<file path="src/rtl/soda_pkg.sv">
// Shared definitions for the soda dispenser front end: coin codes,
// coin_detect FSM state encoding and the default coin-value width.
package soda_pkg;

  localparam int VAL_W_DEFAULT = 8;

  localparam logic [1:0] COIN_NONE    = 2'b00;
  localparam logic [1:0] COIN_NICKEL  = 2'b01;
  localparam logic [1:0] COIN_DIME    = 2'b10;
  localparam logic [1:0] COIN_QUARTER = 2'b11;

  typedef enum logic [2:0] {
    IDLE,
    DB_ON,
    PEND,
    EMIT,
    REJ,
    WAIT_REL,
    DB_OFF
  } state_e;

  function automatic logic coin_valid(input logic [1:0] code);
    return code != COIN_NONE;
  endfunction

endpackage

</file>
<file path="src/rtl/coin_detect_if.sv">
// Coin acceptor / controller signal bundle around coin_detect.
// master = acceptor + controller side, slave = coin_detect.
interface coin_detect_if #(
  parameter int VAL_W = soda_pkg::VAL_W_DEFAULT
);
  logic             coin_sense;
  logic [1:0]       coin_code;
  logic             inhibit;
  logic             c;
  logic [VAL_W-1:0] a;
  logic             reject;
  logic             busy;

  modport master (
    output coin_sense, coin_code, inhibit,
    input  c, a, reject, busy
  );

  modport slave (
    input  coin_sense, coin_code, inhibit,
    output c, a, reject, busy
  );
endinterface

</file>
<file path="src/rtl/sync2.sv">
// Two-flop synchronizer for asynchronous inputs; both stages clear on
// asynchronous active-low reset.
module sync2 #(
  parameter int WIDTH = 1
) (
  input  logic             clk,
  input  logic             rst,
  input  logic [WIDTH-1:0] d_i,
  output logic [WIDTH-1:0] q_o
);

  logic [WIDTH-1:0] meta_q;
  logic [WIDTH-1:0] sync_q;

  // NOTE: non-blocking assignments so the second stage takes the first
  // stage's previous value, forming a real two-flop chain.
  always_ff @(posedge clk or negedge rst) begin
    if (!rst) begin
      meta_q <= '0;
      sync_q <= '0;
    end else begin
      meta_q <= d_i;
      sync_q <= meta_q;
    end
  end

  assign q_o = sync_q;

endmodule

</file>
<file path="src/rtl/coin_detect.sv">
// Coin front end: synchronizes and debounces the acceptor inputs and turns
// each accepted coin into one c pulse (value on a) or one reject pulse.
module coin_detect
  import soda_pkg::*;
#(
  parameter int DEBOUNCE_CYCLES = 4,
  parameter int VAL_W           = VAL_W_DEFAULT,
  parameter int NICKEL_VAL      = 5,
  parameter int DIME_VAL        = 10,
  parameter int QUARTER_VAL     = 25
) (
  input  logic          clk,
  input  logic          rst,
  coin_detect_if.slave  bus
);

  localparam int              CNT_W    = (DEBOUNCE_CYCLES > 1) ? $clog2(DEBOUNCE_CYCLES) : 1;
  localparam logic [CNT_W-1:0] CNT_LAST = CNT_W'(DEBOUNCE_CYCLES - 1);

  logic             s_sense;
  logic [1:0]       s_code;

  state_e           state_q, state_d;
  logic [CNT_W-1:0] cnt_q,   cnt_d;
  logic [1:0]       code_q,  code_d;
  logic [VAL_W-1:0] a_q,     a_d;

  function automatic logic [VAL_W-1:0] decode(input logic [1:0] code);
    case (code)
      COIN_NICKEL:  return VAL_W'(NICKEL_VAL);
      COIN_DIME:    return VAL_W'(DIME_VAL);
      COIN_QUARTER: return VAL_W'(QUARTER_VAL);
      default:      return '0;
    endcase
  endfunction

  sync2 #(.WIDTH(1)) u_sync_sense (
    .clk (clk),
    .rst (rst),
    .d_i (bus.coin_sense),
    .q_o (s_sense)
  );

  sync2 #(.WIDTH(2)) u_sync_code (
    .clk (clk),
    .rst (rst),
    .d_i (bus.coin_code),
    .q_o (s_code)
  );

  always_ff @(posedge clk or negedge rst) begin
    if (!rst) begin
      state_q <= IDLE;
      cnt_q   <= '0;
      code_q  <= COIN_NONE;
      a_q     <= '0;
    end else begin
      state_q <= state_d;
      cnt_q   <= cnt_d;
      code_q  <= code_d;
      a_q     <= a_d;
    end
  end

  // NOTE: every variable gets a default before the case so no path leaves
  // one unassigned, which would otherwise infer a latch.
  always_comb begin
    state_d = state_q;
    cnt_d   = cnt_q;
    code_d  = code_q;
    a_d     = a_q;

    case (state_q)
      IDLE: begin
        if (s_sense) begin
          state_d = DB_ON;
          cnt_d   = '0;
        end
      end

      DB_ON: begin
        if (!s_sense) begin
          state_d = IDLE;
        end else if (cnt_q == CNT_LAST) begin
          code_d = s_code;
          if (!coin_valid(s_code)) begin
            state_d = REJ;
          end else if (bus.inhibit) begin
            state_d = PEND;
          end else begin
            state_d = EMIT;
            a_d     = decode(s_code);
          end
        end else begin
          cnt_d = cnt_q + CNT_W'(1);
        end
      end

      // The coin is already accepted here; removal must not lose it.
      PEND: begin
        if (!bus.inhibit) begin
          state_d = EMIT;
          a_d     = decode(code_q);
        end
      end

      EMIT: state_d = WAIT_REL;

      REJ:  state_d = WAIT_REL;

      WAIT_REL: begin
        if (!s_sense) begin
          state_d = DB_OFF;
          cnt_d   = '0;
        end
      end

      DB_OFF: begin
        if (s_sense) begin
          state_d = WAIT_REL;
        end else if (cnt_q == CNT_LAST) begin
          state_d = IDLE;
        end else begin
          cnt_d = cnt_q + CNT_W'(1);
        end
      end

      default: state_d = IDLE;
    endcase
  end

  // Pulses decode straight from state so reset clears them without a clock.
  assign bus.c      = (state_q == EMIT);
  assign bus.reject = (state_q == REJ);
  assign bus.busy   = (state_q != IDLE);
  assign bus.a      = a_q;

endmodule

</file>
<file path="src/flat_wrapper.sv">
// flat-port wrapper written by rule: the top's interface ports become plain ports
module coin_detect_flat import soda_pkg::*;
#(
  parameter int DEBOUNCE_CYCLES = 4,
  parameter int VAL_W           = VAL_W_DEFAULT,
  parameter int NICKEL_VAL      = 5,
  parameter int DIME_VAL        = 10,
  parameter int QUARTER_VAL     = 25
)
  (clk, rst, bus_coin_sense, bus_coin_code, bus_inhibit, bus_c, bus_a, bus_reject, bus_busy);
  coin_detect_if #(.VAL_W(VAL_W)) bus_i ();
  input  logic clk;
  input  logic rst;
  input wire logic [$bits(bus_i.coin_sense)-1:0] bus_coin_sense;
  input wire logic [$bits(bus_i.coin_code)-1:0] bus_coin_code;
  input wire logic [$bits(bus_i.inhibit)-1:0] bus_inhibit;
  output wire logic [$bits(bus_i.c)-1:0] bus_c;
  output wire logic [$bits(bus_i.a)-1:0] bus_a;
  output wire logic [$bits(bus_i.reject)-1:0] bus_reject;
  output wire logic [$bits(bus_i.busy)-1:0] bus_busy;
  assign bus_i.coin_sense = bus_coin_sense;
  assign bus_i.coin_code = bus_coin_code;
  assign bus_i.inhibit = bus_inhibit;
  assign bus_c = bus_i.c;
  assign bus_a = bus_i.a;
  assign bus_reject = bus_i.reject;
  assign bus_busy = bus_i.busy;
  coin_detect #(.DEBOUNCE_CYCLES(DEBOUNCE_CYCLES), .VAL_W(VAL_W), .NICKEL_VAL(NICKEL_VAL), .DIME_VAL(DIME_VAL), .QUARTER_VAL(QUARTER_VAL)) u_core (.clk(clk), .rst(rst), .bus(bus_i));
endmodule
</file>
<file path="config.mk">
export PLATFORM = sky130hd
export DESIGN_NAME = coin_detect_flat
export DESIGN_NICKNAME = d
export VERILOG_FILES = /design/src/rtl/soda_pkg.sv /design/src/rtl/coin_detect_if.sv /design/src/rtl/sync2.sv /design/src/rtl/coin_detect.sv /design/src/flat_wrapper.sv
export SDC_FILE = /design/constraint.sdc
export NUM_CORES = 1
export LEC_CHECK = 0
export BUFFER_PORTS_ARGS = -buffer_cell sky130_fd_sc_hd__buf_2
export CORE_UTILIZATION = 42
export CTS_BUF_LIST = sky130_fd_sc_hd__clkbuf_8
export DETAILED_ROUTE_END_ITERATION = 10
export SLEW_MARGIN = 20
export SYNTH_ARGS = -nofsm -noshare
export SYNTH_HDL_FRONTEND = slang
export SYNTH_HIERARCHICAL = 1
export SYNTH_SLANG_ARGS = --single-unit
</file>
<file path="constraint.sdc">
create_clock -name clk -period 3.06 [get_ports clk]
set_input_delay 0.918 -clock clk [delete_from_list [all_inputs] [get_ports clk]]
set_output_delay 0.918 -clock clk [all_outputs]
set_load 0.03 [all_outputs]
</file>
==> results.yml, run 1 <==
global_route:
  globalRoute.busiestLayer: "met2"
  grt_max_degree: 19
  met1_usage_pct: 20.3
  grt_pass1_wl_um: 2960
  grt_pass1_vias: 635
  antenna_found_initial: 0
  grt_overflow: 0
  grt_usage_pct: 15.5
  use_met3_pct: 5.36
  met2_usage_pct: 22.8
synth:
  ys_seq_area_share_pct: 44.1
  synthArstFlopShare_pct: 100
  synth_top_family_by_area: "simple AND/OR/NAND/NOR gates"
  synth-adder-area-share_pct: 1.22
  synth_top_area_share_pct: 44.1
  synthXorXnorAreaFrac_pct: 0
  synth.distinct_cells: 40
  ys_ff_latch: 18
  syn_area_per_cell_um2: 11.0
  yosys_warnings: 6
  synth_mux_area_share_pct: 11.8
  synth_flop_cell: "dfrtp_1"
  synth_edf_count: 0
  yosys.area_share.simple_pct: 18.8
  yosysTopAreaCell: "dfrtp_1"
  synth_cells: 93
  synthTopCellsByArea: "dfrtp_1 44%, mux2_4 7.3%, mux2_2 4.4%"
  syn-cell-area_um2: 1020
  synth_compound_area_share_pct: 17.1
sta:
  rsz0062_at_grt: "false"
  fin_skew_ps: 8.44
  period_minus_slack_ps: 2320
  worstMarginPinSlew_ps: 534
  slew_viol_final: 0
  setup-violations-final: 0
  relSlewSlack_pct: 64.4
  max_clock_freq_ghz: 0.432
  period_share_pct: 75.7
  hold_violations: 0
  final.setup.tns_ps: 0
cts:
  cts_buffers: 3
  ctsHoldBuffers: 0
  tritoncts: "done"
  clock_latency_ps: 250
  root_buffer: "clkbuf_8"
  clkTransAtPathRegs_ps: 60
  cts_setup_buffers: 0
  htree_levels: 1
  cts_sinks: 18
  cts_resized: 0
  clockBufferDepth: 2
pwr:
  intPower_mw: 0.590
  power_frac_seq_pct: 41.3
  leakagePower_nw: 0.525
  clkPwrFrac_pct: 19.4
  p_total_mw: 0.983
  switching_power_mw: 0.393
  powerDensity_nw_per_um2: 874
  vdd_drop_max_uv: 444
  p_comb_share_pct: 39.2
  switching_share_pct: 40.0
finish:
  drive_above_1_share_pct: 32.0
  layout_commonest_cell: "dfrtp_1"
  n_antenna_cell: 0
  final_cell_mix: "18 x dfrtp_1, 13 x buf_2, 8 x o21ai_0, 5 x mux2_4"
  area_delta_synth_final_pct: 10.0
  fin_util_pct: 49.9
  num-nets-final: 111
floorplanning:
  dieArea_um2: 2640
  initial_core_util_pct: 45.3
  ios: 17
  die_w_um: 51.3
  die_h_um: 51.3
  core_um2: 2250
  row_count: 17
worst_setup_path:
  cp.required_ps: 2140
  cp-start-kind: "flip-flop"
  critPathKind: "reg2out"
  endpoint_kind: "output pin"
  cp.arrival_ps: 1400
  cp_max_fo: 13
placement:
  gp_congestion: 0.847
  portBuffers: 13
  hpwl_um: 1180
route:
  routed-via-count: 700
  drc: 0
  wl_per_cell_um: 12.7
  ant_nets: 0
  viasPerCell: 5.34
  wirelength_um: 1660
  dr.pass1.iters: 4
  drt_iter0_markers: 16
min_path:
  hp-class: "reg2reg"
status:
  outcome: "finished, final reports clean"
flow_run:
  cap_viol_max_count: 0
[area by class of cell]
cell class / count / area, um^2
fillers: 211 / 1130
multi-input cells: 66 / 512
repair buffers: 13 / 65.1
well taps: 28 / 35.0
clock buffers: 4 / 55.1
flip-flops and latches: 18 / 450
inverters: 2 / 7.51
[metrics by stage]
step	hold WS (ps)	instance area [um^2]	cells	worst slack, ps
6_report	348	1120	131	745
3_5_place_dp	335	1070	127	1010
5_1_grt	356	1120	131	644
2_1_floorplan	331	1030	95	765
3_3_place_gp	332	1070	127	1040
4_1_cts	350	1120	131	727
[flip-flops by register name (all words and copies together) (netlist names)]
register,cells
u_core/cnt_q,2
u_core/state_q,3
u_core/bus.a,5
u_core/u_sync_sense/q_o,1
u_core/u_sync_sense/meta_q,1
u_core/u_sync_code/meta_q,2
u_core/u_sync_code/q_o,2
u_core/code_q,2
[power groups by stage]
stage	registers (mW)	clock network, mW	logic [mW]
after floorplan	0.392	0	0.338
after global placement	0.408	0	0.385
after detailed placement	0.411	0	0.385
after CTS	0.406	0.199	0.388
after global routing	0.425	0.209	0.426
final	0.406	0.191	0.386
[cells by family after synthesis]
| logic type | Yosys count |
|---|---|
| AOI/OAI and AO/OA | 25 |
| buffers and inverters | 11 |
| adders and majority gates | 1 |
| DFF | 18 |
| and+or+nand+nor | 28 |
| muxes | 9 |
| other | 1 |
[worst paths after layout]
kind,start,to,slack (ps),cells after the start
setup / recovery,u_core/state_q[2]$_DFFE_PN0P_,bus_reject,740,3
hold / removal,u_core/u_sync_sense/meta_q$_DFF_PN0_,u_core/u_sync_sense/q_o$_DFF_PN0_,350,0
setup reg to reg,u_core/cnt_q[0]$_DFFE_PN0P_,u_core/bus.a[0]$_DFFE_PN0P_,1250,5
hold reg to reg,u_core/u_sync_sense/meta_q$_DFF_PN0_,u_core/u_sync_sense/q_o$_DFF_PN0_,350,0
max in group asynchronous,rst,u_core/u_sync_code/q_o[0]$_DFF_PN0_,2200,1
min in group asynchronous,rst,u_core/cnt_q[0]$_DFFE_PN0P_,570,1
[worst max-delay path, cell delays in order (launching register included)]
cell and delay [ps]:
dfrtp_1 610, inv_2 130, nor3_1 190, buf_2 220
[synthesized netlist by cell type, types with 2 or more instances]
| cell type | count |
|---|---|
| o211ai_1 | 2 |
| buf_4 | 4 |
| and3_1 | 2 |
| mux2_2 | 4 |
| nor2_1 | 3 |
| nand2_1 | 4 |
| mux2_4 | 5 |
| a21oi_1 | 4 |
| nand2b_1 | 4 |
| buf_2 | 3 |
| nand3b_1 | 3 |
| nand3_1 | 2 |
| dfrtp_1 | 18 |
| nor3b_1 | 2 |
| o21ai_0 | 8 |
[per-layer routing]
layer	up-vias	wire length, um
li1	347	-
met1	331	788
met2	20	772
met3	2	90
met4	0	9
met5	-	0
Note: power is estimated with default switching activity, not from simulation.
==> run 2: changes to the inputs <==
--- a/config.mk
+++ b/config.mk
@@ -5,6 +5,7 @@
 export SDC_FILE = /design/constraint.sdc
 export NUM_CORES = 1
 export LEC_CHECK = 0
+export ABC_AREA = 1
 export BUFFER_PORTS_ARGS = -buffer_cell sky130_fd_sc_hd__buf_2
 export CORE_UTILIZATION = 42
 export CTS_BUF_LIST = sky130_fd_sc_hd__clkbuf_8
==> constraint.sdc (replaced) <==
create_clock -name clk -period 2 [get_ports clk]
set_input_delay 0.6 -clock clk [delete_from_list [all_inputs] [get_ports clk]]
set_output_delay 0.6 -clock clk [all_outputs]
set_load 0.03 [all_outputs]
==> run 2 against run 1 <==
Against the previous run: hold slack got worse by 82 ps; critical path depth up 1; synthesized cell count up 48%; core utilization rose by 1.5 points; cell count up 37%; combinational power is 130% higher; sequential cell count unchanged; area after synthesis up 4.9%; clock power grew 59%; largest cell class unchanged; highest routed layer unchanged.
==> results.yml, run 2 <==
pwr:
  vdd_drop_max_uv: 1020
  powerDensity_nw_per_um2: 1500
  leakagePower_nw: 0.639
  p_total_mw: 1.79
cts:
  htree_levels: 1
  cts_sinks: 18
  cts_setup_buffers: 0
  cts_resized: 0
  clock_latency_ps: 260
  clockBufferDepth: 2
  root_buffer: "clkbuf_8"
  cts_buffers: 3
  tritoncts: "done"
  ctsHoldBuffers: 0
  clkTransAtPathRegs_ps: 70
synth:
  synthTopCellsByArea: "dfrtp_1 42%, nand2_1 15%, nand3_1 8.4%"
  synthArstFlopShare_pct: 100
  synth_mux_area_share_pct: 0
  synth_compound_area_share_pct: 6.88
  yosysTopAreaCell: "dfrtp_1"
  ys_top_cells_by_count: "44 x nand2_1, 18 x dfrtp_1, 18 x nand3_1"
  syn_area_per_cell_um2: 7.77
  synth_edf_count: 0
  synth_top_area_share_pct: 42.0
  syn-cell-area_um2: 1070
  yosys.area_share.simple_pct: 40.4
  synth-adder-area-share_pct: 1.17
  synth_top_family_by_area: "simple AND/OR/NAND/NOR gates"
  synthXorXnorAreaFrac_pct: 0
  synth.distinct_cells: 23
  yosysMostFrequentCell: "nand2_1"
  yosys_warnings: 6
  ys_seq_area_share_pct: 42.0
  synth_flop_cell: "dfrtp_1"
  ys_ff_latch: 18
  synth_cells: 138
worst_setup_path:
  cp.required_ps: 1400
  crit_buf_inv: 3
  critPathMaxStageDelay_ps: 500
  endpoint_kind: "output pin"
  cp_max_fo: 8
  crit_family: "flip-flops"
  cp.arrival_ps: 1310
  critPathKind: "reg2out"
  cp-start-kind: "flip-flop"
  crit_slowest_cell: "dfrtp_1"
  worstPathCellList: "inv_2, nand3_1, inv_1, buf_2"
  reg2reg_from: "u_core/state_q[1]$_DFFE_PN0P_"
  worstSetupStartpoint: "u_core/state_q[2]$_DFFE_PN0P_"
route:
  viasPerCell: 5.12
  ant_nets: 0
  wirelength_um: 2130
  wl_per_cell_um: 11.8
  routed-via-count: 922
  drc: 0
  dr.pass1.iters: 4
  drt_iter0_markers: 25
sta:
  final.setup.tns_ps: 0
  hold_violations: 0
  period_share_pct: 95.7
  finalWorstSetupSlack_ps: 86.2
  period_minus_slack_ps: 1910
  max_clock_freq_ghz: 0.523
  rsz0062_at_grt: "false"
  fin_skew_ps: 0.550
  holdWs_ps: 266
  slew_viol_final: 0
  setup-violations-final: 0
floorplanning:
  die_h_um: 52.5
  core_um2: 2320
  initial_core_util_pct: 46.2
  row_count: 17
  die_w_um: 52.5
  dieArea_um2: 2760
  ios: 17
placement:
  gp_congestion: 0.910
  dp_slack_ps: 388
  portBuffers: 13
  hpwl_um: 1640
finish:
  num-nets-final: 160
  final_cell_mix: "44 x nand2_1, 18 x nand3_1, 18 x dfrtp_1, 13 x buf_2, 10 x inv_1"
  n_antenna_cell: 0
  layout_commonest_cell: "nand2_1"
  area_delta_synth_final_pct: 11.2
  largest_reg_flops: 5
  fin_util_pct: 51.4
  drive_above_1_share_pct: 21.7
global_route:
  grt_pass1_vias: 835
  grt_max_degree: 19
  grt_overflow: 0
  grt_pass1_wl_um: 3600
  antenna_found_initial: 0
  grt_usage_pct: 18.4
status:
  outcome: "finished, final reports clean"
min_path:
  hp-class: "in2async"
flow_run:
  cap_viol_max_count: 0
-- run 2: layout make-up --
| cell class | count | area (um^2) |
|---|---|---|
| Inverter | 13 | 48.8 |
| Multi-Input combinational cell | 103 | 531 |
| Fill cell | 243 | 1130 |
| Timing Repair Buffer | 14 | 72.6 |
| Clock buffer | 4 | 55.1 |
| Sequential cell | 18 | 450 |
| Tap cell | 28 | 35.0 |
-- run 2: routing by layer --
metal / share of wire [%] / up-vias / track usage (%)
met2: 46 / 40 / 27.4
met3: 6.5 / 2 / 5.22
met5: 0 / - / 0
met1: 46 / 412 / 24.9
li1: - / 468 / -
met4: 0.89 / 0 / 7.46
-- run 2: metrics by stage --
step / cells / cell area, um^2
floorplan: 140 / 1080
global placement: 176 / 1140
detailed placement: 176 / 1140
CTS: 180 / 1190
global route: 180 / 1190
finish: 180 / 1190
-- run 2: power by group --
group / leakage, nW / switching [mW] / internal (mW)
Sequential: 0.227 / 0.124 / 0.465
Combinational: 0.383 / 0.617 / 0.283
Clock: 0.0288 / 0.127 / 0.175
-- run 2: kinds of logic after synthesis --
group | after synthesis
buf+inv | 19
other cells | 1
fa+ha+maj | 1
flops | 18
compound gates | 12
simple gates | 87
-- run 2: final timing paths --
| path | to | slack (ps) | cells after the start |
|---|---|---|---|
| min reg2reg | u_core/u_sync_code/q_o[0]$_DFF_PN0_ | 350 | 0 |
| max | bus_c | 90 | 4 |
| max reg2reg | u_core/bus.a[1]$_DFFE_PN0P_ | 530 | 6 |
| min | u_core/bus.a[0]$_DFFE_PN0P_ | 270 | 1 |
| max in group asynchronous | u_core/state_q[2]$_DFFE_PN0P_ | 1450 | 1 |
| min in group clk | u_core/u_sync_code/q_o[0]$_DFF_PN0_ | 350 | 0 |
